==> config.mk <==
export PLATFORM = sky130hd
export DESIGN_NAME = target_controller
export DESIGN_NICKNAME = d
export VERILOG_FILES = /design/src/rtl/target_controller.sv
export SDC_FILE = /design/constraint.sdc
export NUM_CORES = 1
export LEC_CHECK = 0
export CORE_AREA = 10 10 78 130
export CTS_BUF_LIST = sky130_fd_sc_hd__clkbuf_4
export DETAILED_ROUTE_END_ITERATION = 16
export DIE_AREA = 0 0 88 140
export GPL_ROUTABILITY_DRIVEN = 0
export PLACE_DENSITY = 0.74
export SLEW_MARGIN = 20
export SYNTH_ARGS = -nofsm -noshare
export SYNTH_HDL_FRONTEND = slang
export SYNTH_SLANG_ARGS = --single-unit
==> constraint.sdc <==
create_clock -name clk -period 7.1 [get_ports clk]
set_clock_uncertainty 0.15 [all_clocks]
set_input_delay 0.71 -clock clk [delete_from_list [all_inputs] [get_ports clk]]
set_output_delay 0.71 -clock clk [all_outputs]
set_load 0.1 [all_outputs]
==> src/rtl/target_controller.sv <==
// rtl/target_controller.sv - bouncing target sprite: frame-tick movement, hit flash, LFSR respawn
module target_controller #(
  parameter int SPRITE_W     = 630,
  parameter int SPRITE_H     = 262,
  parameter int SCREEN_W     = 1024,
  parameter int SCREEN_H     = 768,
  parameter int STEP_X       = 4,
  parameter int STEP_Y       = 2,
  parameter int FLASH_FRAMES = 30
) (
  input  logic        clk,
  input  logic        reset_n,
  input  logic        vsync,
  input  logic        enable,
  input  logic        start,
  input  logic        hit,
  output logic [10:0] x,
  output logic [9:0]  y,
  output logic        visible,
  output logic [1:0]  state,
  output logic [7:0]  hit_count
);

  typedef enum logic [1:0] {
    IDLE    = 2'd0,
    ACTIVE  = 2'd1,
    FLASH   = 2'd2,
    RESPAWN = 2'd3
  } state_e;

  localparam logic signed [11:0] XMAX_S     = 12'(SCREEN_W - SPRITE_W);
  localparam logic signed [11:0] YMAX_S     = 12'(SCREEN_H - SPRITE_H);
  localparam logic [10:0]        XMAX_X     = 11'(SCREEN_W - SPRITE_W);
  localparam logic [9:0]         YMAX_Y     = 10'(SCREEN_H - SPRITE_H);
  localparam logic signed [11:0] STEP_XS    = 12'(STEP_X);
  localparam logic signed [11:0] STEP_YS    = 12'(STEP_Y);
  localparam logic [7:0]         FLASH_LAST = 8'(FLASH_FRAMES - 1);

  state_e      state_q;
  logic [10:0] x_q;
  logic [9:0]  y_q;
  logic        visible_q;
  logic [7:0]  hit_count_q;
  logic [7:0]  flash_cnt_q;
  logic        dx_neg_q;
  logic        dy_neg_q;
  logic        vsync_q;
  logic        frame_tick_q;
  logic [19:0] lfsr_q;

  logic signed [11:0] x_sum;
  logic signed [11:0] y_sum;
  logic [10:0]        x_d;
  logic [9:0]         y_d;
  logic               dx_neg_d;
  logic               dy_neg_d;
  logic [10:0]        spawn_x;
  logic [9:0]         spawn_y;
  logic [7:0]         flash_cnt_d;

  // Signed sum so a step past the left/top edge shows up as negative and can be clamped.
  always_comb begin
    x_sum    = $signed({1'b0, x_q}) + (dx_neg_q ? -STEP_XS : STEP_XS);
    x_d      = x_sum[10:0];
    dx_neg_d = dx_neg_q;
    if (x_sum > XMAX_S) begin
      x_d      = XMAX_X;
      dx_neg_d = ~dx_neg_q;
    end else if (x_sum < 12'sd0) begin
      x_d      = '0;
      dx_neg_d = ~dx_neg_q;
    end

    y_sum    = $signed({2'b00, y_q}) + (dy_neg_q ? -STEP_YS : STEP_YS);
    y_d      = y_sum[9:0];
    dy_neg_d = dy_neg_q;
    if (y_sum > YMAX_S) begin
      y_d      = YMAX_Y;
      dy_neg_d = ~dy_neg_q;
    end else if (y_sum < 12'sd0) begin
      y_d      = '0;
      dy_neg_d = ~dy_neg_q;
    end

    spawn_x     = ({1'b0, lfsr_q[9:0]} > XMAX_X) ? XMAX_X : {1'b0, lfsr_q[9:0]};
    spawn_y     = (lfsr_q[19:10] > YMAX_Y) ? YMAX_Y : lfsr_q[19:10];
    flash_cnt_d = flash_cnt_q + 8'd1;
  end

  always_ff @(posedge clk) begin
    if (!reset_n) begin
      state_q      <= IDLE;
      x_q          <= '0;
      y_q          <= '0;
      visible_q    <= 1'b0;
      hit_count_q  <= '0;
      flash_cnt_q  <= '0;
      dx_neg_q     <= 1'b0;
      dy_neg_q     <= 1'b0;
      vsync_q      <= 1'b1;
      frame_tick_q <= 1'b0;
      lfsr_q       <= 20'h1ACE5;
    end else begin
      lfsr_q       <= {lfsr_q[18:0], lfsr_q[19] ^ lfsr_q[16]};
      vsync_q      <= vsync;
      frame_tick_q <= vsync_q & ~vsync;

      if (!enable) begin
        state_q   <= IDLE;
        visible_q <= 1'b0;
      end else begin
        case (state_q)
          IDLE: begin
            if (start) begin
              state_q   <= ACTIVE;
              dx_neg_q  <= 1'b0;
              dy_neg_q  <= 1'b0;
              visible_q <= 1'b1;
            end
          end
          ACTIVE: begin
            // A hit in the same cycle as a frame tick freezes the sprite where it is.
            if (hit) begin
              if (hit_count_q != 8'hFF) hit_count_q <= hit_count_q + 8'd1;
              flash_cnt_q <= '0;
              visible_q   <= 1'b1;
              state_q     <= FLASH;
            end else if (frame_tick_q) begin
              x_q      <= x_d;
              y_q      <= y_d;
              dx_neg_q <= dx_neg_d;
              dy_neg_q <= dy_neg_d;
            end
          end
          FLASH: begin
            if (frame_tick_q) begin
              flash_cnt_q <= flash_cnt_d;
              visible_q   <= ~flash_cnt_d[2];
              if (flash_cnt_d == FLASH_LAST) state_q <= RESPAWN;
            end
          end
          RESPAWN: begin
            x_q       <= spawn_x;
            y_q       <= spawn_y;
            dx_neg_q  <= lfsr_q[0];
            dy_neg_q  <= lfsr_q[1];
            visible_q <= 1'b1;
            state_q   <= ACTIVE;
          end
          default: state_q <= IDLE;
        endcase
      end
    end
  end

  assign x         = x_q;
  assign y         = y_q;
  assign visible   = visible_q;
  assign state     = state_q;
  assign hit_count = hit_count_q;

endmodule
== Yosys cells after proc, flatten, opt, wreduce, memory -nomap -nowiden ==
Index checks and enable logic that the tools add are counted.

* Register bits: 64
* Bits of input ports: 6
* Output and inout bits: 32
* Logic and storage cells: 89

* Add/subtract/negate cells: 4
* $lt $le $gt $ge: 6
* Eq/ne operators: 13
* Multiplexer cells: 37
* Bitwise gates (word level): 6
* Reductions and logical operators: 12

{| class="wikitable"
|+ Operators with widths
! operator !! number
|-
| 10-bit 2-to-1 mux || 6
|-
| 11-bit 2-to-1 mux || 4
|-
| 12-bit by 10-bit greater-than comparator with 1-bit output (second input constant) || 2
|-
| 12-bit by 1-bit < comparator with 1-bit output (second input constant) || 2
|-
| 12-bit 2-to-1 mux || 2
|-
| 11-bit case mux with 2 select lines || 1
|-
| 10-bit by 9-bit greater-than comparator with 1-bit output (second input constant) || 2
|-
| 10-bit case mux with 2 select lines || 1
|-
| 8-bit by 1-bit adder with 8-bit output (second input constant) || 2
|-
| 8-bit 2-to-1 mux || 2
|-
| 8-bit case mux with 2 select lines || 1
|-
| 4-bit AND reduction || 4
|-
| 11-bit by 12-bit adder with 12-bit output || 1
|-
| 12-bit adder || 1
|-
| 1-bit 2-to-1 mux || 12
|-
| 2-bit inequality test (second input constant) || 6
|-
| 6-bit AND reduction || 2
|-
| 8-bit by 5-bit == test with 1-bit output (second input constant) || 1
|-
| 2-bit 2-to-1 mux || 4
|-
| 8-bit inequality test (second input constant) || 1
|-
| 2-bit case mux with 4 select lines || 1
|-
| 3-bit inequality test (second input constant) || 2
|-
| 1-bit case mux with 3 select lines || 2
|-
| 2-bit == test (second input constant) || 2
|-
| other kinds (10) || 14
|}

== Logic depth before layout (Yosys ltp) ==
* Depth in word-level cells: 8
* Depth in mapped cells: 10
* Depth with buffers taken out: 9

== Worst setup path before layout ==
No wires, ideal clock.

* Path kind: flip-flop to flip-flop
* Start point: register x_q[6] (netlist: x[6])
* End point: register x_q[2] (netlist: x[2])
* Library setup time: 0.093 ns
* Arrival: 3.203 ns
* Required time: 6.857 ns
* Setup slack: 3.654 ns
* Stages on the path, launching flop included: 9
* Path buffers: 0
* Period minus slack after synthesis: 3.446 ns
* Path through: dfxtp_1 ha_1 o211a_1 a211o_1 a2111oi_2 a41o_1 nor3_2 or4_4 o32ai_2

* Longest elaborated chain between the ends: 7
* Elaborated cells on any way between the ends: 8
* Classes of those cells: 1 x add/sub; 2 x order compare; 5 x mux

{| class="wikitable"
|+ Ends and longest elaborated chain
! item !! line !! RTL
|-
| start, declared || 40 || <nowiki>logic [10:0] x_q;</nowiki>
|-
| start signal, assigned || 143 || <nowiki>x_q <= spawn_x;</nowiki>
|-
| 12-bit adder * || 63 || <nowiki>x_sum = $signed({1'b0, x_q}) + (dx_neg_q ? -STEP_XS : STEP_XS);</nowiki>
|-
| 12-bit by 1-bit < comparator with 1-bit output || 69 || <nowiki>end else if (x_sum < 12'sd0) begin</nowiki>
|-
| 11-bit 2-to-1 mux || 69 ||
|-
| 11-bit 2-to-1 mux * || 66 || <nowiki>if (x_sum > XMAX_S) begin</nowiki>
|-
| 11-bit 2-to-1 mux * || 128 || <nowiki>end else if (frame_tick_q) begin</nowiki>
|-
| 11-bit 2-to-1 mux * || 123 || <nowiki>if (hit) begin</nowiki>
|-
| 11-bit case mux with 2 select lines * || 112 || <nowiki>case (state_q)</nowiki>
|}

Mark *: on every way between the ends. The rest lies on a longest branch, timed or not. The select of a mux whose other input is x is not followed.
A chain may end at the register's enable or synchronous reset.

== Worst setup path after layout ==
* Start point: register dy_neg_q
* End point: register y_q[4] (netlist: y[4])

* Longest elaborated chain between the ends: 8
* Elaborated cells on any way between the ends: 9
* Classes of those cells: 1 x add/sub; 2 x order compare; 6 x mux

{| class="wikitable"
|+ Ends and longest elaborated chain
! item !! line !! RTL
|-
| start, declared || 46 || <nowiki>logic dy_neg_q;</nowiki>
|-
| start signal, assigned || 132 || <nowiki>dy_neg_q <= dy_neg_d;</nowiki>
|-
| start signal, assigned || 146 || <nowiki>dy_neg_q <= lfsr_q[1];</nowiki>
|-
| 12-bit 2-to-1 mux * || 74 || <nowiki>y_sum = $signed({2'b00, y_q}) + (dy_neg_q ? -STEP_YS : STEP_YS);</nowiki>
|-
| 11-bit by 12-bit adder with 12-bit output * || 74 ||
|-
| 12-bit by 1-bit < comparator with 1-bit output || 80 || <nowiki>end else if (y_sum < 12'sd0) begin</nowiki>
|-
| 10-bit 2-to-1 mux || 80 ||
|-
| 10-bit 2-to-1 mux * || 77 || <nowiki>if (y_sum > YMAX_S) begin</nowiki>
|-
| 10-bit 2-to-1 mux * || 128 ||
|-
| 10-bit 2-to-1 mux * || 123 ||
|-
| 10-bit case mux with 2 select lines * || 112 ||
|-
| end signal, assigned || 130 || <nowiki>y_q <= y_d;</nowiki>
|-
| end signal, assigned || 144 || <nowiki>y_q <= spawn_y;</nowiki>
|-
| end, declared || 41 || <nowiki>logic [9:0] y_q;</nowiki>
|}

Marks and branches as above.

==> results.txt <==
- The smallest clock period supported by the final layout is computed as ~3.3 ns.
- Synthesized netlist cell count: roughly 440
- For this configuration, the core starts out at a cell density of 47.33%.
- Detailed placement finished with a half-perimeter wire length of 6899 µm.
* Critical path buffer and inverter count: 0
- Pin placement for this block handled 38 I/O pins.
* Number of storage elements in the synthesis netlist: 64
- The worst register-to-register path begins at dy_neg_q$_SDFFE_PN0P_.
- Clock latency of the later-clocked register in the worst-skew pair: 0.41 ns
- Die span in x: 88 µm
* Static power due to leakage: 1.763 nW
- Destination of the worst hold path: frame_tick_q$_SDFF_PN0_
- Power comes to ~0.75 mW.
- Clock slew at reported path FFs: 0.10 ns
- Top cells by area in the synthesized netlist: sky130_fd_sc_hd__dfxtp_1 34%, sky130_fd_sc_hd__ha_1 9.0%, sky130_fd_sc_hd__a21oi_1 4.0%
* Path depth of the worst reg2reg path: 8
* Global-route wire length before repair: 15,250 µm
- Max-cap check violation count: 0
- The number of failing hold endpoints at the final stage is 0.
* Antenna violations before repair: 0
- Of the available clock period, the critical path in the final layout requires 46.73%.
* Avg WL per Cell: 15.76 µm
* Worst slew margin relative to its limit: 33.28%
- Mean instance size in the synthesized netlist: roughly 8.5 µm²
- Destination of the worst register-to-register timing path: y[4]$_SDFFE_PN0P_
* Cell with the most instances after synthesis: sky130_fd_sc_hd__dfxtp_1
* Number of global-route vias before repair: approximately 3,300
- Cell taking the most area after synthesis: sky130_fd_sc_hd__dfxtp_1
* Most used DFF post-synth: sky130_fd_sc_hd__dfxtp_1
- Of all nets on the critical path, the largest fanout is 14.
* Data required time of the critical path: 7.26 ns
* Endpoints failing setup: 0
* Via density per instance: 5.832
* Cell Rows: 43
- Along the worst hold path, the cell count comes to 2.
* Via count: about 3,300
- Worst path slowest cell: sky130_fd_sc_hd__dfxtp_1
- Post-synthesis async set-or-reset flop share: 0%
- Ant. Diodes: 0
- The cell area that synthesis handed to floorplanning was 3744 µm².
- Total detailed-routing wirelength: 9016 µm
* CTS resizes: 0
- At the pin with the least slew margin, the transition time is 0.9977 ns.
- For this design the ratio of total power to cell area is 171.7 nW/µm².
* Dominant combinational cell family by area after synthesis: simple AND/OR/NAND/NOR gates
- Die Span Y: 140 µm
- In this run the remaining antenna-violating nets after routing total 0.
- Worst path max stage delay: 0.68 ns
- Simple-gate portion of the synthesized area: 23.50%
* Final layout net count: 512
- Type of the most critical hold path: flip-flop to flip-flop
- Max Transition Viols Final: 0
- Total GRT Usage: 14.90%
- The portion of synthesized area spent on multiplexers is 1.370%.
- Entering global routing, the biggest net connects 36 pins.
- The synthesized netlist devotes 22.43% of its cell area to compound gates.
* Clock tree buffer depth: 2
* DR DRC count: 0
- The number of nets handed over by synthesis was 476.
- Setup Buffers After CTS: 0
- Run status: complete, no violations
- Timing would allow up to 301.4 MHz.
- The area growth from synthesis to layout is 16.04%.
- Register-to-register setup slack: 3.78 ns
- CTS saw 64 sinks.
* Yosys top cell area share: 34.22%
- TritonCTS clock tree: yes
- In this run, post-CTS hold repair placed 0 buffers.
- Classification of the worst setup path: flip-flop to flip-flop
- Crit path DAT: approximately 3.5 ns
- Total negative slack: 0 ns
- The post-route netlist has 6.017% of its cells at a drive strength greater than 1.
- After floorplanning, the core was sized to cover 7909 µm².
- In this run, the number of DRC markers left after iteration 0 of detailed routing was around 140.
- The commonest cells after synthesis are 64 x sky130_fd_sc_hd__dfxtp_1, 40 x sky130_fd_sc_hd__nor2_1, 33 x sky130_fd_sc_hd__nand2_1.
- In this run the number of H-tree levels came out at 3.
- The first detailed-routing pass ran for 4 iterations.
- CP endpoint kind: flip-flop
- The Yosys step of the flow raised 0 warnings.
- Max VDD drop: between 0.0001 and 0.00015 V
- Kind of start point of the critical path: flip-flop
- Of the synthesized area, sequential elements account for around 34%.
- At the end of the flow the core is filled with cells to a little over half.
- The worst hold path begins at vsync_q$_SDFF_PN1_.
- The root buffer cell chosen for the clock tree is sky130_fd_sc_hd__clkbuf_4.
- Unrepaired setup endpoints after global routing: false
- Global route overflow: 0
* Number of buffers inserted during clock tree synthesis: 9
- Number of different library cells in the post-synthesis netlist: 59
- XOR/XNOR share of the synthesized area: 5.381%
- Post-Synth Adder-Cell Area: between 10% and 20%
- The floorplan step defined a die boundary enclosing approximately 12,000 µm².
- Port buffering added 37 buffers.
- Crit-path leading delay family: compound AO/OA/AOI/OAI gates
- Traced cell by cell, the critical path runs through ha_1 -> a211oi_1 -> nor4b_1 -> a311oi_1 -> nor4_1 -> nor4b_2 -> a21bo_2 -> a32o_1.
- Yosys mapped a number of flops with a built-in enable equal to 0.
-- worst max-delay path by stage --
| stage | startpoint | to | slack [ns] | cells after the start |
|---|---|---|---|---|
| floorplan | x[6]$_SDFFE_PN0P_ | x[2]$_SDFFE_PN0P_ | 3.65 | 8 |
| global placement | dy_neg_q$_SDFFE_PN0P_ | y[4]$_SDFFE_PN0P_ | 3.92 | 8 |
| detailed placement | dy_neg_q$_SDFFE_PN0P_ | y[4]$_SDFFE_PN0P_ | 3.81 | 8 |
| CTS | dy_neg_q$_SDFFE_PN0P_ | y[4]$_SDFFE_PN0P_ | 3.79 | 8 |
| global route | dy_neg_q$_SDFFE_PN0P_ | y[4]$_SDFFE_PN0P_ | 3.53 | 8 |
| finish | dy_neg_q$_SDFFE_PN0P_ | y[4]$_SDFFE_PN0P_ | 3.78 | 8 |
-- per-stage QoR --
step / area [µm²] / worst slack (ns) / hold slack, ns / std cells
after floorplan: 3744 / 3.654 / 0.2436 / 441
after global placement: 4185 / 3.918 / 0.2496 / 556
after detailed placement: 4185 / 3.815 / 0.2513 / 556
after CTS: 4344 / 3.789 / 0.2692 / 572
after global routing: 4344 / 3.534 / 0.2844 / 572
final: 4344 / 3.782 / 0.2605 / 572
-- cell type report --
class	instances	area (µm²)
timing repair buffer	38	377.9
tap	90	112.6
sequential	64	1281
fill	765	3565
clock buffer	12	90.09
multi-input combinational	347	2350
inverter	17	63.81
clock inverter	4	68.82
-- cells in the final DEF, fill, tap and decap left out, drive strengths merged, types with 7 or more instances in the layout --
master         instances
a21o                   7
a21oi                 30
and2                  14
clkbuf                12
clkdlybuf4s50         37
dfxtp                 64
ha                    27
inv                   17
nand2                 33
nand2b                12
nand3                 13
nor2                  40
nor3                  13
o211ai                 7
o21ai                 27
xnor2                 12
xor2                  11
-- per-layer routing --
layer | GRT usage [%] | vias up | share of wire (%)
met4 | 6.071 | 0 | 1.9
li1 | - | 1690 | -
met1 | 15.69 | 1565 | 41
met2 | 26.69 | 65 | 52
met5 | 0 | - | 0
met3 | 3.775 | 16 | 4.5
-- kinds of logic (layout without fill, tap and decap cells) --
family | Yosys count | count (layout)
buffers and inverters | 30 | 71
AO/OA/AOI/OAI | 121 | 121
adder cells (fa/ha/maj) | 29 | 29
multiplexers | 5 | 5
flip-flops | 64 | 64
AND/OR/NAND/NOR | 169 | 169
XOR/XNOR | 23 | 23
-- worst register-to-register path: stages, from the launching register on --
cell	delay, ns
sky130_fd_sc_hd__dfxtp_1	0.68
sky130_fd_sc_hd__ha_1	0.40
sky130_fd_sc_hd__a211oi_1	0.44
sky130_fd_sc_hd__nor4b_1	0.12
sky130_fd_sc_hd__a311oi_1	0.33
sky130_fd_sc_hd__nor4_1	0.17
sky130_fd_sc_hd__nor4b_2	0.44
sky130_fd_sc_hd__a21bo_2	0.28
sky130_fd_sc_hd__a32o_1	0.24
-- state kept, by name, indices dropped and copies added (netlist names), 2 cells and up --
register / cells
flash_cnt_q: 8
hit_count: 8
lfsr_q: 20
state: 2
x: 11
y: 10
-- where the power goes --
part | internal, mW | switching, mW
registers | 0.369 | 0.0114
clock network | 0.153 | 0.124
logic | 0.0345 | 0.0540
total | 0.557 | 0.189
No activity file was read; power rests on OpenSTA's default activity.
